**src/rtl/spi_master_eng_if.sv**
```systemverilog
// Stream interface between the register/FIFO front end and the SPI engine.
//   tx_valid/tx_ready/tx_data : frame to transmit (right-justified)
//   rx_valid/rx_ready/rx_data : received frame (right-justified, upper bits zero)
//   rx_ovr                    : sticky overrun flag from the engine
//   ovr_clr                   : clears rx_ovr
// master modport: front end side; slave modport: engine side.
interface spi_master_eng_if #(
    parameter int unsigned DATA_W = 32
);
    logic              tx_valid;
    logic              tx_ready;
    logic [DATA_W-1:0] tx_data;
    logic              rx_valid;
    logic              rx_ready;
    logic [DATA_W-1:0] rx_data;
    logic              rx_ovr;
    logic              ovr_clr;

    modport master (
        output tx_valid, tx_data, rx_ready, ovr_clr,
        input  tx_ready, rx_valid, rx_data, rx_ovr
    );

    modport slave (
        input  tx_valid, tx_data, rx_ready, ovr_clr,
        output tx_ready, rx_valid, rx_data, rx_ovr
    );
endinterface

```
**src/rtl/spi_master_eng.sv**
```systemverilog
// SPI master shift engine with runtime frame length (1..DATA_W bits), CS hold
// across chained frames, programmable inter-frame gap and RX overrun flag.
// Ports:
//   clk, rstn       clock, asynchronous active-low reset
//   cfg_*           mode/divider/length/hold/gap, sampled only at frame accept
//   cs_v            chip-select pattern driven while selected
//   bus             tx/rx streams, rx_ovr, ovr_clr (slave modport)
//   busy            high whenever the FSM is not IDLE
//   spi_mosi/miso/sck/cs  SPI pins (spi_cs all-ones when deselected)
module spi_master_eng #(
    parameter int unsigned DATA_W = 32,
    parameter int unsigned DIV_W  = 8,
    parameter int unsigned CS_W   = 8,
    parameter int unsigned GAP_W  = 4,
    localparam int unsigned LEN_W = $clog2(DATA_W)
) (
    input  logic             clk,
    input  logic             rstn,
    input  logic             cfg_cpol,
    input  logic             cfg_cpha,
    input  logic             cfg_lsb_first,
    input  logic [DIV_W-1:0] cfg_div,
    input  logic [LEN_W-1:0] cfg_len,
    input  logic             cfg_cs_hold,
    input  logic [GAP_W-1:0] cfg_gap,
    input  logic [CS_W-1:0]  cs_v,
    spi_master_eng_if.slave  bus,
    output logic             busy,
    output logic             spi_mosi,
    input  logic             spi_miso,
    output logic             spi_sck,
    output logic [CS_W-1:0]  spi_cs
);
    localparam int unsigned ECNT_W = LEN_W + 2;

    typedef enum logic [2:0] {IDLE, SETUP, XFER, HOLD, GAP} state_t;
    state_t state, state_nx;

    logic [DIV_W-1:0]  cnt, div_q;
    logic [ECNT_W-1:0] ecnt, edge_k, n2;
    logic [LEN_W-1:0]  len_q, len_c, tbit, rbit, first_idx, tx_idx_nx, rx_idx;
    logic [GAP_W-1:0]  gap_q, gcnt;
    logic [DATA_W-1:0] tx_q, rx_sh;
    logic              cpha_q, lsb_q, hold_q;
    logic              tick, accept, edge_go, hold_end, last_edge;
    logic              do_sample, do_shift, ovr_set;

    assign busy   = (state != IDLE);
    assign tick   = (cnt == '0);
    assign accept = bus.tx_valid && bus.tx_ready;

    assign len_c     = (32'(cfg_len) >= DATA_W) ? LEN_W'(DATA_W - 1) : cfg_len;
    assign first_idx = cfg_lsb_first ? '0 : len_c;

    // edge_k is the 1-based number of the SCK edge about to be produced.
    assign edge_k    = ecnt + 1'b1;
    assign n2        = {1'b0, len_q, 1'b0} + ECNT_W'(2);
    assign last_edge = (edge_k == n2);

    // CPHA=1's first leading edge only "launches" the bit already on MOSI.
    assign do_sample = cpha_q ? !edge_k[0] : edge_k[0];
    assign do_shift  = cpha_q ? (edge_k[0] && edge_k != ECNT_W'(1))
                              : (!edge_k[0] && !last_edge);

    assign tx_idx_nx = lsb_q ? (tbit + 1'b1) : (len_q - tbit - 1'b1);
    assign rx_idx    = lsb_q ? rbit : (len_q - rbit);

    assign ovr_set   = hold_end && bus.rx_valid && !bus.rx_ready;

    always_ff @(posedge clk or negedge rstn) begin
        if (!rstn) state <= IDLE;
        else       state <= state_nx;
    end

    always_comb begin
        state_nx     = state;
        bus.tx_ready = 1'b0;
        edge_go      = 1'b0;
        hold_end     = 1'b0;
        unique case (state)
            IDLE: begin
                bus.tx_ready = 1'b1;
                if (bus.tx_valid) state_nx = SETUP;
            end
            SETUP, XFER: begin
                if (tick) begin
                    edge_go  = 1'b1;
                    state_nx = last_edge ? HOLD : XFER;
                end
            end
            HOLD: begin
                if (tick) begin
                    hold_end     = 1'b1;
                    bus.tx_ready = hold_q;
                    if (hold_q && bus.tx_valid) state_nx = XFER;
                    else if (gap_q != '0)       state_nx = GAP;
                    else                        state_nx = IDLE;
                end
            end
            GAP: begin
                if (tick && gcnt == GAP_W'(1)) state_nx = IDLE;
            end
            default: state_nx = IDLE;
        endcase
    end

    always_ff @(posedge clk or negedge rstn) begin
        if (!rstn) begin
            cnt          <= '0;
            div_q        <= '0;
            ecnt         <= '0;
            len_q        <= '0;
            tbit         <= '0;
            rbit         <= '0;
            gap_q        <= '0;
            gcnt         <= '0;
            tx_q         <= '0;
            rx_sh        <= '0;
            cpha_q       <= 1'b0;
            lsb_q        <= 1'b0;
            hold_q       <= 1'b0;
            spi_sck      <= 1'b0;
            spi_mosi     <= 1'b0;
            spi_cs       <= '1;
            bus.rx_valid <= 1'b0;
            bus.rx_data  <= '0;
            bus.rx_ovr   <= 1'b0;
        end else begin
            if (state == IDLE) spi_sck <= cfg_cpol;
            else               cnt     <= tick ? div_q : cnt - 1'b1;

            if (edge_go) begin
                spi_sck <= ~spi_sck;
                ecnt    <= edge_k;
                if (do_sample) begin
                    rx_sh[rx_idx] <= spi_miso;
                    rbit          <= rbit + 1'b1;
                end
                if (do_shift) begin
                    spi_mosi <= tx_q[tx_idx_nx];
                    tbit     <= tbit + 1'b1;
                end
            end

            if (state == GAP && tick) gcnt <= gcnt - 1'b1;

            if (hold_end) begin
                bus.rx_data  <= rx_sh;
                bus.rx_valid <= 1'b1;
                if (!accept) begin
                    spi_cs <= '1;
                    gcnt   <= gap_q;
                end
            end else if (bus.rx_valid && bus.rx_ready) begin
                bus.rx_valid <= 1'b0;
            end

            if (ovr_set)          bus.rx_ovr <= 1'b1;
            else if (bus.ovr_clr) bus.rx_ovr <= 1'b0;

            // Accept from IDLE or a chained accept at the end of HOLD; the
            // chained case keeps the current CS pattern and goes straight to XFER.
            if (accept) begin
                cpha_q   <= cfg_cpha;
                lsb_q    <= cfg_lsb_first;
                len_q    <= len_c;
                div_q    <= cfg_div;
                hold_q   <= cfg_cs_hold;
                gap_q    <= cfg_gap;
                tx_q     <= bus.tx_data;
                cnt      <= cfg_div;
                ecnt     <= '0;
                tbit     <= '0;
                rbit     <= '0;
                rx_sh    <= '0;
                spi_mosi <= bus.tx_data[first_idx];
                if (state == IDLE) spi_cs <= cs_v;
            end
        end
    end
endmodule

```
**src/flat_wrapper.sv**
```systemverilog
// flat-port wrapper written by rule: the top's interface ports become plain ports
module spi_master_eng_flat 
#(
    parameter int unsigned DATA_W = 32,
    parameter int unsigned DIV_W  = 8,
    parameter int unsigned CS_W   = 8,
    parameter int unsigned GAP_W  = 4,
    localparam int unsigned LEN_W = $clog2(DATA_W)
)
  (clk, rstn, cfg_cpol, cfg_cpha, cfg_lsb_first, cfg_div, cfg_len, cfg_cs_hold, cfg_gap, cs_v, busy, spi_mosi, spi_miso, spi_sck, spi_cs, bus_tx_valid, bus_tx_data, bus_rx_ready, bus_ovr_clr, bus_tx_ready, bus_rx_valid, bus_rx_data, bus_rx_ovr);
  spi_master_eng_if #(.DATA_W(DATA_W)) bus_i ();
  input  logic clk;
  input  logic rstn;
  input  logic cfg_cpol;
  input  logic cfg_cpha;
  input  logic cfg_lsb_first;
  input  logic [DIV_W-1:0] cfg_div;
  input  logic [LEN_W-1:0] cfg_len;
  input  logic cfg_cs_hold;
  input  logic [GAP_W-1:0] cfg_gap;
  input  logic [CS_W-1:0] cs_v;
  output logic busy;
  output logic spi_mosi;
  input  logic spi_miso;
  output logic spi_sck;
  output logic [CS_W-1:0] spi_cs;
  input wire logic [$bits(bus_i.tx_valid)-1:0] bus_tx_valid;
  input wire logic [$bits(bus_i.tx_data)-1:0] bus_tx_data;
  input wire logic [$bits(bus_i.rx_ready)-1:0] bus_rx_ready;
  input wire logic [$bits(bus_i.ovr_clr)-1:0] bus_ovr_clr;
  output wire logic [$bits(bus_i.tx_ready)-1:0] bus_tx_ready;
  output wire logic [$bits(bus_i.rx_valid)-1:0] bus_rx_valid;
  output wire logic [$bits(bus_i.rx_data)-1:0] bus_rx_data;
  output wire logic [$bits(bus_i.rx_ovr)-1:0] bus_rx_ovr;
  assign bus_i.tx_valid = bus_tx_valid;
  assign bus_i.tx_data = bus_tx_data;
  assign bus_i.rx_ready = bus_rx_ready;
  assign bus_i.ovr_clr = bus_ovr_clr;
  assign bus_tx_ready = bus_i.tx_ready;
  assign bus_rx_valid = bus_i.rx_valid;
  assign bus_rx_data = bus_i.rx_data;
  assign bus_rx_ovr = bus_i.rx_ovr;
  spi_master_eng #(.DATA_W(DATA_W), .DIV_W(DIV_W), .CS_W(CS_W), .GAP_W(GAP_W)) u_core (.clk(clk), .rstn(rstn), .cfg_cpol(cfg_cpol), .cfg_cpha(cfg_cpha), .cfg_lsb_first(cfg_lsb_first), .cfg_div(cfg_div), .cfg_len(cfg_len), .cfg_cs_hold(cfg_cs_hold), .cfg_gap(cfg_gap), .cs_v(cs_v), .bus(bus_i), .busy(busy), .spi_mosi(spi_mosi), .spi_miso(spi_miso), .spi_sck(spi_sck), .spi_cs(spi_cs));
endmodule
```
**config.mk**
```make
export PLATFORM = sky130hd
export DESIGN_NAME = spi_master_eng_flat
export DESIGN_NICKNAME = d
export VERILOG_FILES = /design/src/rtl/spi_master_eng_if.sv /design/src/rtl/spi_master_eng.sv /design/src/flat_wrapper.sv
export SDC_FILE = /design/constraint.sdc
export NUM_CORES = 1
export LEC_CHECK = 0
export CELL_PAD_IN_SITES_DETAIL_PLACEMENT = 1
export CELL_PAD_IN_SITES_GLOBAL_PLACEMENT = 2
export CORE_ASPECT_RATIO = 0.75
export CORE_MARGIN = 2
export CORE_UTILIZATION = 37
export CTS_CLUSTER_DIAMETER = 50
export DETAILED_ROUTE_END_ITERATION = 8
export GPL_TIMING_DRIVEN = 0
export PLACE_DENSITY_LB_ADDON = 0.05
export SLEW_MARGIN = 20
export SYNTH_ARGS = -nofsm -noshare
export SYNTH_HDL_FRONTEND = slang
export SYNTH_SLANG_ARGS = --single-unit
```
**constraint.sdc**
```tcl
create_clock -name clk -period 6.7 [get_ports clk]
set_input_delay 2.01 -clock clk [delete_from_list [all_inputs] [get_ports clk]]
set_output_delay 2.01 -clock clk [all_outputs]
set_load 0.02 [all_outputs]
```
==> metrics, run 1 <==
flops & latches, synth 160; worst-skew pair later-pin latency ~440 ps; PwrDens 393 nW/um^2; crit path DAT between 3000 and 4000 ps; Final min period between 5000 and 6000 ps; initial antenna violation count 0; Synth Flop Type dfrtp_1; post-route ant nets 0; Leak around 0.0048 uW; syn nets approximately 1000; setup violators final 0; sequential area share after synthesis 0.478; placed inst area 9930 um^2; Via density 5.24; RSZ-0062 raised after global routing no; critical path class register to primary output; vias in the first global route about 7.5k; busiest grt layer met1; die height 135 um; Synth area leaders dfrtp_1 (45%), nand2_1 (13%), mux4_2 (3.5%); drt drc 0; initial core utilization 0.379; clk sink count 160; root buf cell clkbuf_16; CTS H-tree depth 4; Die Footprint around 24000 um^2; via count 7077; period utilisation layout 0.781; Nets roughly 1.1k; Post-Syn Instances about 910; synthesis-to-finish area growth 24.7%; Setup Slack @ Placement between 1500 and 2000 ps; Synth warnings 0; CP startpoint kind register; Placeable Area ~22000 um^2; Final Cell Area between 10000 and 15000 um^2; max_cap viols 0; Max Clk Rate 191 MHz; hold_buf cts 0; grt met2 use 0.322; top-area cell type share of the netlist area 0.453; run status finished clean; post-CTS setup buffers 0; final core utilization 0.473; Slew Viols, Final 0; hold_ws 468 ps; clk slew on worst S/H paths 70 ps; row count 47; clk_skew approximately 13 ps; GRT met1 Usage 0.351; Hold Path Class register to register; drt total wl ~25 mm; share of cells above drive strength 1 0.0871; Post-CTS Resized 0; largest net degree at the start of global routing 88; top cell type by total area after synthesis dfrtp_1; critical path fanouts, max 8; first-pass GRT wire length 41.7 mm; Yosys cell types between 60 and 70; synthesized area per cell roughly 9 um^2; worst vdd ir 0.207 mV; CTS tree built; n_diodes 0; Crit path required time 4690 ps; GP Congestion 0.819; Post-Syn Area 8410 um^2; Final WS setup around 1500 ps; Worst-Margin Slew approximately 950 ps; Clock Path Buffers 2; Iter 0 DRT Violations 426; Overflow after GRT 0; placed wire-length estimate 18.3 mm; routed len/inst between 15 and 20 um; Post-synth EDFFs 0; CP Capture Type primary output; final hold violation count 0; Rel. slew slack 0.363; drt first pass iters 4; Die W 178 um; IO Pins around 110; I/O Buffers approximately 110; Num CTS Buffers 17; met3 Use GR 0.0448; gr usage total 0.226; fraction of registers with async set/reset 1.00
==> final cells by class <==
type                       count  area, um^2
clock buffer                  19         453
clock inverter                13         104
multi-input combinational    669        4060
tap                          294         368
timing repair buffer         112        1140
fill                        2574       11700
buffer                        62         258
inverter                      21        78.8
sequential                   160        4010
==> sequential cells by signal, summed over array words and instances, names as in the netlist <==
name,flops
u_core.bus.rx_data,32
u_core.rx_sh,32
u_core.tx_q,32
u_core.cnt,8
u_core.div_q,8
u_core.spi_cs,8
u_core.ecnt,7
u_core.len_q,5
u_core.rbit,5
u_core.tbit,5
u_core.gap_q,4
u_core.gcnt,4
u_core.state,3
u_core.bus.rx_ovr,1
u_core.bus.rx_valid,1
u_core.cpha_q,1
u_core.hold_q,1
u_core.lsb_q,1
u_core.spi_mosi,1
u_core.spi_sck,1
==> cell usage in the layout (no fill, tap or decap), types with 20 or more instances in the layout <==
| cell | count |
|---|---|
| o41ai_1 | 24 |
| nor2_1 | 49 |
| clkdlybuf4s50_1 | 110 |
| inv_1 | 21 |
| nand2_1 | 299 |
| xor2_1 | 20 |
| xnor2_1 | 23 |
| dfrtp_1 | 152 |
| a21oi_1 | 21 |
| o311ai_0 | 24 |
| o21ai_0 | 24 |
| mux2i_1 | 21 |
| clkbuf_1 | 41 |
==> logic make-up after synthesis <==
| logic type | count (synthesis) | share of synthesized area |
|---|---|---|
| simple gates | 431 | 0.220 |
| flops | 160 | 0.478 |
| compound gates | 137 | 0.119 |
| buf+inv | 83 | 0.0400 |
| xor+xnor | 44 | 0.0476 |
| mux | 38 | 0.0652 |
| fa+ha+maj | 19 | 0.0301 |
==> through the flow <==
step                std cells  power (uW)  TNS, ps
floorplan                 912        2620        0
global placement         1317        3140  -522760
detailed placement       1318        3180        0
CTS                      1350        4140        0
global route             1350        4430        0
finish                   1350        4120        0
==> per-layer routing <==
metal / wire (um) / up-vias
li1: - / 3395
met1: 13600 / 3513
met2: 10400 / 148
met3: 1110 / 21
met4: 284 / 0
met5: 0 / -
==> cells in the mapped netlist (3+ instances only) <==
library cell  instances
nand2_1             299
dfrtp_1             152
nor2_1               49
clkbuf_1             41
o21ai_0              24
o311ai_0             24
o41ai_1              24
xnor2_1              23
a21oi_1              21
inv_1                21
mux2i_1              21
xor2_1               20
ha_1                 17
mux4_2               13
nand3_1              13
buf_2                11
buf_1                 8
dfstp_2               8
nand2b_1              8
nor4_1                8
a211oi_1              7
nor3b_1               7
and3_1                6
nor3_1                6
o211ai_1              6
or2_2                 6
a31oi_1               5
nand4_1               5
a21o_1                4
mux2_2                4
a211o_1               3
nand3b_1              3
nor2b_1               3
o22ai_1               3
or4_1                 3
==> worst max-delay path, cell delays in order, from the launching register on <==
cell and delay (ps):
dfrtp_1 390, inv_1 120, ha_1 180, or3b_2 520, nor4_4 650, a21o_1 290
clkdlybuf4s50_1 630
==> power breakdown <==
group / switching, uW / leakage (uW) / total, uW / internal [uW]
logic: 1010 / 0.00248 / 1700 / 695
clock network: 436 / 0.000265 / 936 / 500
registers: 226 / 0.00201 / 1480 / 1250
==> final timing paths <==
kind,from,endpoint,slack (ps),cells after the start
worst max-delay path,u_core.cnt[0],bus_tx_ready,1470,6
worst min-delay path,u_core.bus.rx_data[14],u_core.bus.rx_data[14],470,2
worst max register to register,u_core.tbit[0],u_core.spi_mosi,3120,10
worst min register to register,u_core.bus.rx_data[14],u_core.bus.rx_data[14],470,2
max in group asynchronous,rstn,u_core.ecnt[5],4310,2
min in group asynchronous,rstn,u_core.tx_q[11],1530,1
(Power assumes the default switching activity.)
==> run 2: changes to the inputs <==
--- a/config.mk
+++ b/config.mk
@@ -9,7 +9,7 @@
 export CELL_PAD_IN_SITES_GLOBAL_PLACEMENT = 2
 export CORE_ASPECT_RATIO = 0.75
 export CORE_MARGIN = 2
-export CORE_UTILIZATION = 37
+export CORE_UTILIZATION = 34
 export CTS_CLUSTER_DIAMETER = 50
 export DETAILED_ROUTE_END_ITERATION = 8
 export GPL_TIMING_DRIVEN = 0
==> constraint.sdc (replaced) <==
create_clock -name clk -period 5.3 [get_ports clk]
set_input_delay 1.59 -clock clk [delete_from_list [all_inputs] [get_ports clk]]
set_output_delay 1.59 -clock clk [all_outputs]
set_load 0.02 [all_outputs]
==> run 2 against run 1 <==
Effect of this change: sequential power is 26% higher; hold slack worse by 2.6 ps; register-to-register slack worse by 1400 ps; largest power group unchanged.
==> metrics, run 2 (same netlist as run 1, synthesis figures left out) <==
run status finished clean (unchanged); routed len/inst 18.5 um (was 18.8 um); Iter 0 DRT Violations 392 (was 426); commonest non-fill, non-tap cell in the layout nand2_1 (unchanged); Worst-Margin Slew 967 ps (was 953 ps); Hold Crit Depth 2 (unchanged); Leak 0.00482 uW (was 0.00475 uW); clk slew on worst S/H paths 70 ps (about the same); crit path DAT 3270 ps (was 3220 ps); FF-to-FF End u_core.rx_sh[4] (was u_core.spi_mosi); Clock Path Buffers 2 (unchanged); placed wire-length estimate 18.6 mm (was 18.3 mm); setup violators final 0 (unchanged); busiest grt layer met1 (unchanged); hold_buf cts 0 (unchanged); RSZ-0062 raised after global routing no (unchanged); Worst R2R Start u_core.cnt[0] (was u_core.tbit[0]); Overflow after GRT 0 (unchanged); drt drc 0 (unchanged); Nets 1130 (was 1129); Crit path required time 3710 ps (was 4690 ps); CP Capture Type primary output (unchanged); first-pass GRT wire length 41.9 mm (was 41.7 mm); R2R setup slack 1700 ps (was 3120 ps); clk sink count 160 (unchanged); R2R cell count 10 (unchanged); Hold Crit Endpoint u_core.bus.rx_data[3] (was u_core.bus.rx_data[14]); share of cells above drive strength 1 0.0880 (was 0.0871); vias in the first global route 7326 (was 7485); biggest regs u_core.bus.rx_data (32), u_core.rx_sh (32), u_core.tx_q (32) (unchanged); Min-Delay Startpoint u_core.bus.rx_data[3] (was u_core.bus.rx_data[14]); total power 5390 uW (was 4120 uW); gr usage total 0.209 (was 0.226); synthesis-to-finish area growth 26.6% (was 24.7%); critical path class register to primary output (unchanged); Die W 186 um (was 178 um); largest net degree at the start of global routing 63 (was 88); critical path fanouts, max 8 (unchanged); CTS tree built (unchanged); max_cap viols 0 (unchanged); clk_skew 19.2 ps (was 13.3 ps); GP Congestion 0.792 (was 0.819); Final min period roughly 5000 ps; Die Footprint 26000 um^2 (was 24000 um^2); Slew Viols, Final 0 (unchanged); initial antenna violation count 0 (unchanged); root buf cell clkbuf_16 (unchanged); worst-skew pair later-pin latency 440 ps (about the same); final core utilization 0.441 (was 0.473); I/O Buffers 111 (unchanged); Via density 5.08 (was 5.24); most frequent cells in the layout nand2_1 (299), dfrtp_1 (152), clkdlybuf4s50_1 (110) (unchanged); IO Pins 113 (unchanged); CTS H-tree depth 4 (unchanged); Hold Path Class register to register (unchanged); drt total wl 25.7 mm (was 25.3 mm); Placeable Area 24200 um^2 (was 22200 um^2); n_diodes 0 (unchanged); fillers 2822 (was 2574); initial core utilization 0.348 (was 0.379); period utilisation layout 0.917; worst vdd ir 0.268 mV (was 0.207 mV); grt met2 use 0.289 (was 0.322); drt first pass iters 4 (unchanged); post-CTS setup buffers 0 (unchanged); via count 7050 (was 7077); PwrDens 506 nW/um^2 (was 393 nW/um^2); post-route ant nets 0 (unchanged); Num CTS Buffers 17 (unchanged); CP startpoint kind register (unchanged); die height 140 um (was 135 um); Post-CTS Resized 0 (unchanged); final hold violation count 0 (unchanged); Rel. slew slack 0.354 (was 0.363); GRT met1 Usage 0.330 (was 0.351); met3 Use GR 0.0465 (was 0.0448); Max Clk Rate slightly above 200 MHz; row count 49 (was 47)
-- run 2: cell types whose count changed in the layout (fill, tap and decap cells not counted), sizes merged --
cell	before	now
buf	23	24
clkinvlp	4	0
bufinv	0	4
clkinv	4	6
inv	26	25
clkbuf	60	59
-- run 2: power by group --
group	leakage, uW	switching (uW)	internal, uW
Sequential	0.00201	290	1580
Clock	0.000317	547	811
Combinational	0.00249	1280	881
-- run 2: worst max path at each step --
stage	endpoint	slack, ps	depth (start not counted)	from
2_1_floorplan	bus_tx_ready	1840	5	u_core.cnt[0]
3_3_place_gp	u_core.bus.rx_data[22]	-4500	1	rstn
3_5_place_dp	bus_tx_ready	870	6	u_core.cnt[0]
4_1_cts	bus_tx_ready	390	6	u_core.cnt[0]
5_1_grt	bus_tx_ready	240	6	u_core.cnt[0]
6_report	bus_tx_ready	440	6	u_core.cnt[0]
-- run 2: critical path: stages, from the launching register on --
cell             delay (ps)
dfrtp_1                 400
inv_1                   140
ha_1                    170
or3b_2                  520
nor4_4                  690
a21o_1                  300
clkdlybuf4s50_1         630
-- run 2: metrics by stage --
step | std cells | setup TNS, ps | hold WS (ps) | worst slack, ps | area [um^2]
after global placement | 1354 | -698990 | 450 | -4500 | 9930
after CTS | 1388 | 0 | 470 | 394 | 10600
after floorplan | 912 | 0 | 440 | 1840 | 8410
after global routing | 1388 | 0 | 483 | 239 | 10600
after detailed placement | 1356 | 0 | 458 | 869 | 10000
final | 1388 | 0 | 465 | 441 | 10600
-- run 2: per-layer routing --
layer | wire length [um] | share of wire
met5 | 0 | 0
met2 | 10300 | 0.40
met4 | 153 | 0.0060
met1 | 14000 | 0.54
met3 | 1220 | 0.048
-- run 2: layout make-up --
cell class                 instances  area (um^2)  share of cell area
buffer                            62          258              0.0242
clock buffer                      18          439              0.0413
clock inverter                    14          203              0.0190
inverter                          21         78.8             0.00741
multi-input combinational        669         4060               0.382
sequential                       160         4010               0.377
tap                              331          414              0.0389
timing repair buffer             113         1170               0.110
==> run 3: changes to the inputs <==
--- a/config.mk
+++ b/config.mk
@@ -13,6 +13,7 @@
 export CTS_CLUSTER_DIAMETER = 50
 export DETAILED_ROUTE_END_ITERATION = 8
 export GPL_TIMING_DRIVEN = 0
+export HOLD_SLACK_MARGIN = 0.1
 export PLACE_DENSITY_LB_ADDON = 0.05
 export SLEW_MARGIN = 20
 export SYNTH_ARGS = -nofsm -noshare
==> results of run 3 <==
The final DEF is identical to that of run 2; final timing and power are the same.
